<file path="src/rtl/mem_io_pkg.sv">
// Shared address-map defaults, port count and FSM encoding for the data-memory/I/O responder.
package mem_io_pkg;

  localparam int unsigned NUM_PORTS      = 4;
  localparam int unsigned PORT_IDX_W     = 2;
  localparam int unsigned DEF_DATA_W     = 8;
  localparam int unsigned DEF_ADDR_W     = 8;
  localparam int unsigned DEF_RAM_WORDS  = 240;
  localparam int unsigned DEF_OUT_BASE   = 32'h0000_00F0;
  localparam int unsigned DEF_IN_BASE    = 32'h0000_00F4;

  typedef enum logic {
    ST_RUN   = 1'b0,
    ST_FAULT = 1'b1
  } state_e;

endpackage

</file>
<file path="src/rtl/io_in_sync.sv">
// Two-flop synchronizer for one asynchronous input port; q is the second stage.
module io_in_sync #(
  parameter int unsigned W = 8
) (
  input  logic         clk,
  input  logic         reset_n,
  input  logic [W-1:0] d,
  output logic [W-1:0] q
);

  logic [W-1:0] meta_q, meta_d;
  logic [W-1:0] sync_q, sync_d;

  always_comb begin
    meta_d = d;
    sync_d = meta_q;
  end

  always_ff @(posedge clk or negedge reset_n) begin
    if (!reset_n) begin
      meta_q <= '0;
      sync_q <= '0;
    end else begin
      meta_q <= meta_d;
      sync_q <= sync_d;
    end
  end

  assign q = sync_q;

endmodule

</file>
<file path="src/rtl/data_mem_io.sv">
// Data RAM, output port registers and synchronized input ports behind the CPU's
// single-cycle read/write strobes, with a sticky fault recorder.
module data_mem_io
  import mem_io_pkg::*;
#(
  parameter int unsigned DATA_W    = DEF_DATA_W,
  parameter int unsigned ADDR_W    = DEF_ADDR_W,
  parameter int unsigned RAM_WORDS = DEF_RAM_WORDS,
  parameter int unsigned OUT_BASE  = DEF_OUT_BASE,
  parameter int unsigned IN_BASE   = DEF_IN_BASE
) (
  input  logic                        clk,
  input  logic                        reset_n,
  input  logic [ADDR_W-1:0]           addr,
  input  logic [DATA_W-1:0]           wdata,
  input  logic                        read,
  input  logic                        write,
  input  logic                        halted,
  output logic [DATA_W-1:0]           rdata,
  output logic [NUM_PORTS*DATA_W-1:0] io_out,
  output logic [NUM_PORTS-1:0]        io_out_stb,
  input  logic [NUM_PORTS*DATA_W-1:0] io_in,
  output logic [NUM_PORTS-1:0]        io_in_stb,
  output logic                        err,
  output logic [ADDR_W-1:0]           err_addr
);

  localparam int unsigned RAM_AW = (RAM_WORDS > 1) ? $clog2(RAM_WORDS) : 1;

  state_e state_q, state_d;
  logic                        err_q, err_d;
  logic [ADDR_W-1:0]           err_addr_q, err_addr_d;
  logic [NUM_PORTS*DATA_W-1:0] io_out_q, io_out_d;
  logic [NUM_PORTS-1:0]        out_stb_q, out_stb_d;
  logic [NUM_PORTS-1:0]        in_stb_q, in_stb_d;
  logic [DATA_W-1:0]           ram_q [RAM_WORDS];

  logic [DATA_W-1:0]     in_sync_w [NUM_PORTS];
  logic [ADDR_W-1:0]     out_off_c, in_off_c;
  logic [PORT_IDX_W-1:0] out_idx_c, in_idx_c;
  logic is_ram_c, is_out_c, is_in_c, access_c, fault_c, wr_ok_c, rd_ok_c;

  for (genvar g = 0; g < NUM_PORTS; g++) begin : g_sync
    io_in_sync #(.W(DATA_W)) u_sync (
      .clk     (clk),
      .reset_n (reset_n),
      .d       (io_in[g*DATA_W +: DATA_W]),
      .q       (in_sync_w[g])
    );
  end

  // Address decode; offsets wrap below the base so one compare covers both bounds.
  always_comb begin
    out_off_c = addr - ADDR_W'(OUT_BASE);
    in_off_c  = addr - ADDR_W'(IN_BASE);
    out_idx_c = out_off_c[PORT_IDX_W-1:0];
    in_idx_c  = in_off_c[PORT_IDX_W-1:0];
    is_ram_c  = 32'(addr) < RAM_WORDS;
    is_out_c  = !is_ram_c && (out_off_c < ADDR_W'(NUM_PORTS));
    is_in_c   = !is_ram_c && !is_out_c && (in_off_c < ADDR_W'(NUM_PORTS));
    access_c  = !halted && (read || write);
    fault_c   = access_c && ((read && write) || (write && is_in_c) ||
                             !(is_ram_c || is_out_c || is_in_c));
    wr_ok_c   = access_c && write && !fault_c;
    rd_ok_c   = access_c && read && !fault_c;
  end

  always_ff @(posedge clk or negedge reset_n) begin
    if (!reset_n) state_q <= ST_RUN;
    else          state_q <= state_d;
  end

  always_comb begin
    state_d = state_q;
    if (state_q == ST_RUN && fault_c) state_d = ST_FAULT;
  end

  // Only the first fault is latched; RAM/OUT writes keep working in FAULT.
  always_comb begin
    err_d      = err_q;
    err_addr_d = err_addr_q;
    io_out_d   = io_out_q;
    out_stb_d  = '0;
    in_stb_d   = '0;
    if (state_q == ST_RUN && fault_c) begin
      err_d      = 1'b1;
      err_addr_d = addr;
    end
    if (wr_ok_c && is_out_c) begin
      io_out_d[int'(out_idx_c)*DATA_W +: DATA_W] = wdata;
      out_stb_d[out_idx_c] = 1'b1;
    end
    if (rd_ok_c && is_in_c) in_stb_d[in_idx_c] = 1'b1;
  end

  always_ff @(posedge clk or negedge reset_n) begin
    if (!reset_n) begin
      err_q      <= 1'b0;
      err_addr_q <= '0;
      io_out_q   <= '0;
      out_stb_q  <= '0;
      in_stb_q   <= '0;
    end else begin
      err_q      <= err_d;
      err_addr_q <= err_addr_d;
      io_out_q   <= io_out_d;
      out_stb_q  <= out_stb_d;
      in_stb_q   <= in_stb_d;
    end
  end

  always_ff @(posedge clk) begin
    if (wr_ok_c && is_ram_c) ram_q[addr[RAM_AW-1:0]] <= wdata;
  end

  // Zero-latency read mux; idle, halted and faulting reads return zero.
  always_comb begin
    rdata = '0;
    if (rd_ok_c) begin
      if (is_ram_c)      rdata = ram_q[addr[RAM_AW-1:0]];
      else if (is_out_c) rdata = io_out_q[int'(out_idx_c)*DATA_W +: DATA_W];
      else               rdata = in_sync_w[in_idx_c];
    end
  end

  assign io_out     = io_out_q;
  assign io_out_stb = out_stb_q;
  assign io_in_stb  = in_stb_q;
  assign err        = err_q;
  assign err_addr   = err_addr_q;

endmodule

</file>
<file path="config.mk">
export PLATFORM = sky130hd
export DESIGN_NAME = data_mem_io
export DESIGN_NICKNAME = d
export VERILOG_FILES = /design/src/rtl/mem_io_pkg.sv /design/src/rtl/io_in_sync.sv /design/src/rtl/data_mem_io.sv
export SDC_FILE = /design/constraint.sdc
export NUM_CORES = 2
export LEC_CHECK = 0
export BUFFER_PORTS_ARGS = -buffer_cell sky130_fd_sc_hd__buf_2
export CAP_MARGIN = 5
export CORE_MARGIN = 2
export CORE_UTILIZATION = 50
export CTS_BUF_LIST = sky130_fd_sc_hd__clkbuf_16
export DETAILED_ROUTE_END_ITERATION = 10
export PLACE_DENSITY = 0.76
export SLEW_MARGIN = 20
export SYNTH_ARGS = -nofsm -noshare
export SYNTH_HDL_FRONTEND = slang
export SYNTH_SLANG_ARGS = --single-unit
</file>
<file path="constraint.sdc">
create_clock -name clk -period 2.8 [get_ports clk]
set_input_delay 0.28 -clock clk [delete_from_list [all_inputs] [get_ports clk]]
set_output_delay 0.28 -clock clk [all_outputs]
set_load 0.005 [all_outputs]
</file>
==> After elaboration in Yosys (flattened, before gate mapping) <==
Memory sizes are Yosys's and may differ from the RTL's.
Cells that the tools add are included.
{ "totals": {"ff_bits": 113, "ramBits": 1920, "input_bits": 53, "out_inout_bits": 57, "word_cells": 72, "mem_count": 1} }
{ "classes": {"n_addsub": 3, "n_lt_le_gt_ge": 8, "shift": 3, "mux": 15, "n_bitwise": 2, "n_reduce_logical": 27} }
{ "memory_table": {"columns": ["name", "words", "width", "read_ports", "rd_ports_with_merged_regs", "wr", "line_no", "source"], "rows": [
  ["ram_q", 240, 8, 1, 0, 1, "data_mem_io.sv:36", "logic [DATA_W-1:0] ram_q [RAM_WORDS];"]
]} }
{ "op_table": {"columns": ["operator", "count"], "rows": [
  ["two-way mux 8 bit", 5],
  ["negator 5 -> 34 bit", 1],
  ["variable shift 8 x 34 -> 32 bit, first input constant", 1],
  ["indexed part select 8 x 34 -> 32 bit", 1],
  ["bitwise mux 32 bit", 1],
  ["indexed part select 32 x 6 -> 8 bit", 1],
  ["logical AND 1 bit", 17],
  ["binary-select mux 8 bit (select 2 bit)", 1],
  ["less-than comparator 8 x 3 -> 1 bit, second input constant", 2],
  ["subtractor 8 bit, second input constant", 2],
  ["less-than comparator 8 bit, second input constant", 1],
  ["two-way mux 4 bit", 2],
  ["less-than comparator 2 x 3 -> 1 bit, second input constant", 2],
  ["zero test 1 bit", 5],
  ["logical OR 1 bit", 5],
  ["demux 1 bit (select 2 bit)", 2],
  ["greater-or-equal comparator 2 x 1 -> 1 bit, second input constant", 2],
  ["two-way mux 1 bit", 4],
  ["greater-or-equal comparator 3 bit, second input constant", 1],
  ["NOT 2 -> 3 bit", 1],
  ["NOT 1 bit", 1]
]} }

==> Logic depth before layout (Yosys ltp) <==
{ "depth": {"depth_word": 15, "ltp_mapped": 14, "depth_no_buf": 8} }

==> Hierarchy <==
A second synthesis with hierarchy kept.
{ "hier_totals": {"cells_unflattened": 3797, "hier_area_um2": 78942.0} }
{ "by_module_without_submodules": {"columns": ["module", "instances", "cells_each", "area_each_um2", "seq_area_each_um2"], "rows": [
  ["data_mem_io", 1, 3733, 77340.4, 58881.5],
  ["io_in_sync", 4, 16, 400.4, 400.4]
]} }

==> Worst setup path after synthesis <==
No wires, ideal clock.
{ "synth_timing": {"path_kind": "input-to-reg", "start": "input port addr[0]", "end": "memory ram_q[64][0] in the netlist's numbering, enable pin", "setup_time_ps": 370, "arrival_time_ps": 2784, "required_ps": 2430, "setup_slack_ps": -354, "stages": 13, "path_buffers": 9, "cell_sequence": "buf_4 -> buf_8 -> buf_6 -> buf_4 -> inv_1 -> buf_4 -> buf_4 -> buf_2 -> ha_1 -> clkbuf_1 -> nand2_1 -> clkbuf_1 -> nor2_1"} }
{ "synth_between": {"elab_chain_cells": 15, "elab_cells_between_ends": 22, "classes_between": "2 x add/sub; 3 x order compare; 2 x mux; 15 x reduce/logical"} }
{ "synth_rtl": {"columns": ["element", "line_no", "source"], "rows": [
  ["start, declared", "data_mem_io.sv:14", "input logic [ADDR_W-1:0] addr,"],
  ["subtractor 8 bit or less-than comparator 8 bit (tied branches)", "data_mem_io.sv:54, data_mem_io.sv:58", null],
  ["less-than comparator 8 x 3 -> 1 bit or zero test 1 bit (tied branches)", "data_mem_io.sv:59, data_mem_io.sv:60", null],
  ["logical AND 1 bit", "data_mem_io.sv:59", "is_out_c = !is_ram_c && (out_off_c < ADDR_W'(NUM_PORTS));"],
  ["zero test 1 bit", "data_mem_io.sv:60", "is_in_c = !is_ram_c && !is_out_c && (in_off_c < ADDR_W'(NUM_PORTS));"],
  ["logical AND 1 bit (2 in series)", "data_mem_io.sv:60", null],
  ["logical AND 1 bit or logical OR 1 bit (tied branches)", "data_mem_io.sv:62, data_mem_io.sv:63", null],
  ["logical OR 1 bit or zero test 1 bit (tied branches)", "data_mem_io.sv:62, data_mem_io.sv:63", null],
  ["logical OR 1 bit", "data_mem_io.sv:62", "fault_c = access_c && ((read && write) || (write && is_in_c) ||"],
  ["logical AND 1 bit", "data_mem_io.sv:62", null],
  ["zero test 1 bit", "data_mem_io.sv:64", "wr_ok_c = access_c && write && !fault_c;"],
  ["logical AND 1 bit", "data_mem_io.sv:64", null],
  ["logical AND 1 bit", "data_mem_io.sv:113", "if (wr_ok_c && is_ram_c) ram_q[addr[RAM_AW-1:0]] <= wdata;"],
  ["two-way mux 1 bit", "data_mem_io.sv:113", null],
  ["two-way mux 1 bit (not written as such)", "data_mem_io.sv:113", null],
  ["end, declared", "data_mem_io.sv:36", null]
]} }
Several ways; a longest one is shown, not always the timed one.

==> Worst setup path after layout <==
{ "layout_timing": {"start": "memory ram_q[163][3] in the netlist's numbering", "end": "output port rdata[3]"} }
{ "layout_between": {"elab_chain_cells": 3} }
{ "layout_rtl": {"columns": ["element", "line_no", "source"], "rows": [
  ["memory (240 x 8 bit)", null, null],
  ["two-way mux 8 bit", "data_mem_io.sv:120", "if (is_ram_c) rdata = ram_q[addr[RAM_AW-1:0]];"],
  ["two-way mux 8 bit", "data_mem_io.sv:119", "if (rd_ok_c) begin"],
  ["end, declared", "data_mem_io.sv:19", "output logic [DATA_W-1:0] rdata,"]
]} }
No other way between the ends.

==> metrics.txt <==
syn nets 3945; Top FF cell, synth edfxtp_1; async set-reset flop share out of synthesis 5.56%; worst reg2reg path endpoint err_addr[0]; Routed Antenna Nets 0; switching pwr 14.1 mW; Sw Ratio 22.4%; CORE AREA 157000 um^2; TritonCTS clock tree built; CP Buf/Inv Count 2; final WL 238 mm; Max clock buf depth 3; Critical path origin ram_q[163][3]; PD cells 651 nW/um^2; CTS H-tree depth 4; Int Pwr 48.8 mW; Via density 6.50; Cells after Synth 3886; yosys warns 0; worst rel slew slack 27.2%; Syn-to-layout area delta 22.2%; via count 46000; Overflow after GRT 0; multi-input logic area 18400 um^2; placed instance area 89200 um^2; Critical Path, Cell by Cell mux4_2 -> mux4_2 -> o211ai_1 -> buf_4 -> a2111oi_4 -> o2bb2ai_2 -> buf_2; fmax 265 MHz; critical path fanouts, max 1; CTS root buf clkbuf_16; RSZ-0062 raised after global routing true; IO Pins 110; critical path endpoint category output port; RR Startpoint err; Max rail drop VDD 0.000698 V; crit-path max cell delay 0.66 ns; startpoint type of the worst setup path register; synth unique cells 69; worst min-delay path class in2reg; WHS 0.0449 ns; clock share of power 40.4%; CTS Sinks 2033; Worst Slack Setup Final -0.973 ns; Overall Global Routing Usage 29.4%; flop2flop setup slack 1.46 ns; RD Place Congestion 1.05; Worst EP required 2.52 ns; Hold Crit Depth 5; # DRC 0; number of flops mapped to enable cells by yosys 1920; layout cells sized above 1 38.4%; CTS buffer count 189; endpoints failing hold 0; Final HPWL DP 156 mm; combinational power share 6.5%; failing checks negative setup slack; period utilisation layout 135%; IO buf count 109; critical path class reg2out; Crit-path slowest cell o211ai_1; CP arrival 3.49 ns; First-pass DRT Iterations 6; Site Rows 145; largest net degree at the start of global routing 119; number of fill cells 10200; post-route cell area 96500 um^2; Final Max Tran Viols 0; worst skew pair latency 0.85 ns; Max Cap Violations 0; die height 401 um; vias in the first global route 45500; Initial DRC Count 8013; dpl ws -1.23 ns; Worst path top cell family by delay multiplexers; overall power 62.8 mW; drt wl/cell 33.6 um; worst hold path startpoint write; die width 401 um; Hold Path End err_addr[3]; post-synthesis cell area 79000 um^2; DIE AREA 161000 um^2; initial antenna violation count 10; initial core utilization 50.4%; sequential power share 53.1%; layout net count 4917; status finished with violations; Reg2Reg Depth 3; minimum clock period 3.77 ns; Final setup viols 8; Slew @ Worst Pin 1.09 ns; first-pass GRT wire length 336 mm; Seq/Total Area, Yosys 76.6%; end-of-flow core utilization 61.6%; FF+latch count, synth 2033; LEAKAGE 32.5 nW; clk_skew 0.0148 ns; Reg area 60500 um^2; clock slew seen by the registers of the worst setup and hold paths 0.07 ns; cell mode on critical path mux4_2; Mean Syn Cell Area 20.3 um^2
-- worst register-to-register path, cell delays in order, from the launching register on --
cell	delay [ns]
dfrtp_1	0.41
nor3_2	0.20
buf_4	0.24
mux2_2	0.37
-- synth_stat cells (4+ instances only) --
master     instances  area share [%]
buf_2             62            0.39
nand3_1           56            0.35
nor2_1           316             1.5
buf_1             13           0.062
clkbuf_1          82            0.39
nor3_1            40            0.25
or3_1              6           0.048
nor4_1             6           0.048
or2_2              4           0.032
a221oi_1          14            0.16
nand2_1          205            0.97
ha_1               6           0.095
mux4_2           471              13
mux2_2            18            0.26
o32ai_1            6           0.067
nand2b_1          13            0.10
a31o_2             5           0.055
o21ai_0           57            0.36
nand4_1           11           0.087
a2111oi_0         21            0.23
a22oi_1           44            0.42
o22ai_1           33            0.26
and3_1             4           0.032
nor2b_1            9           0.071
a21oi_1           38            0.24
o221ai_1           4           0.044
a31oi_1           14            0.11
a211oi_1          13            0.12
dfrtp_1          113             3.6
and2_0             4           0.032
mux2i_1          124             1.6
and2_1            18            0.14
buf_4             54            0.51
edfxtp_1        1920              73
o211ai_1           5           0.048
buf_6             13            0.19
-- metal layers --
layer | GRT usage (%) | vias up | wire length (um)
li1 | - | 17900 | -
met1 | 38.2 | 23500 | 82100
met2 | 44.9 | 3856 | 109000
met3 | 9.14 | 760 | 32300
met4 | 15.3 | 14 | 14600
met5 | 0.0297 | - | 98
-- what timing repair did --
action | 4_1_cts | 5_1_grt
setup endpoints to repair | 8 | 8
pin swaps | 34 | 12
hold endpoints to repair | 489 | 0
resized for setup | 108 | 40
buffers inserted | 1 | 1
hold buffers | 47 | 0
-- power groups by stage --
stage | logic, mW | registers, mW | clock network, mW
6_report | 4.09 | 33.4 | 25.4
5_1_grt | 4.16 | 33.4 | 26.6
4_1_cts | 3.94 | 33.4 | 25.5
3_5_place_dp | 3.77 | 34.0 | 0
3_3_place_gp | 3.71 | 34.0 | 0
2_1_floorplan | 1.58 | 34.0 | 0
-- how the worst max path moves through the flow --
| stage | to | slack, ns | depth (start not counted) |
|---|---|---|---|
| floorplan | ram_q[101][0] | -0.03 | 11 |
| global placement | rdata[7] | -1.52 | 10 |
| detailed placement | rdata[7] | -1.23 | 10 |
| CTS | rdata[3] | -0.93 | 9 |
| global route | rdata[3] | -0.97 | 7 |
| finish | rdata[3] | -0.97 | 7 |
-- per-stage QoR --
stage	setup TNS, ns	cells
finish	-5.63	7074
global route	-5.74	7070
CTS	-5.46	7069
detailed placement	-288.04	6682
global placement	-307.11	6682
floorplan	-4.50	3886
-- sequential cells by signal (all words and copies together) (netlist names) --
signal and count:
ram_q 1920, err_addr 8, io_in_stb 4, g_sync.u_sync.q 32
io_out_stb 4, err 1, g_sync.u_sync.meta_q 32, io_out 32
-- final cells by class --
class                           instances  area share [%]
Sequential cell                      2033            62.7
Multi-Input combinational cell       1620            19.1
Timing Repair Buffer                 1007            9.16
Clock buffer                          189            4.90
Tap cell                             2058            2.67
Clock inverter                        156            1.44
Inverter                                7          0.0324
Antenna cell                            4          0.0104
-- logic make-up (layout without fill, tap and decap cells) --
family                   Yosys count  after routing  synth area share (%)
adder cells (fa/ha/maj)            6              6                0.0951
AND/OR/NAND/NOR                  714            714                  3.95
buffers and inverters            233           1359                  1.61
AO/OA/AOI/OAI                    287            287                  2.49
multiplexers                     613            613                  15.3
flip-flops                      2033           2033                  76.6
other                              0              4                     0
-- cell usage in the layout, fill, tap and decap left out, types with 32 or more instances in the layout --
cell type	synthesis	layout
edfxtp_1	1920	1920
buf_4	54	744
mux4_2	471	471
nor2_1	316	227
nand2_1	205	197
clkbuf_16	0	189
mux2i_1	124	119
dfrtp_1	113	113
buf_12	0	106
buf_2	62	93
nor2_4	0	57
nand3_1	56	48
o21ai_0	57	47
dlygate4sd3_1	0	46
a22oi_1	44	43
clkinv_1	3	42
clkinv_2	0	42
nor3_1	40	33
nor2_2	0	32
a21oi_1	38	32
(Power assumes the default switching activity.)
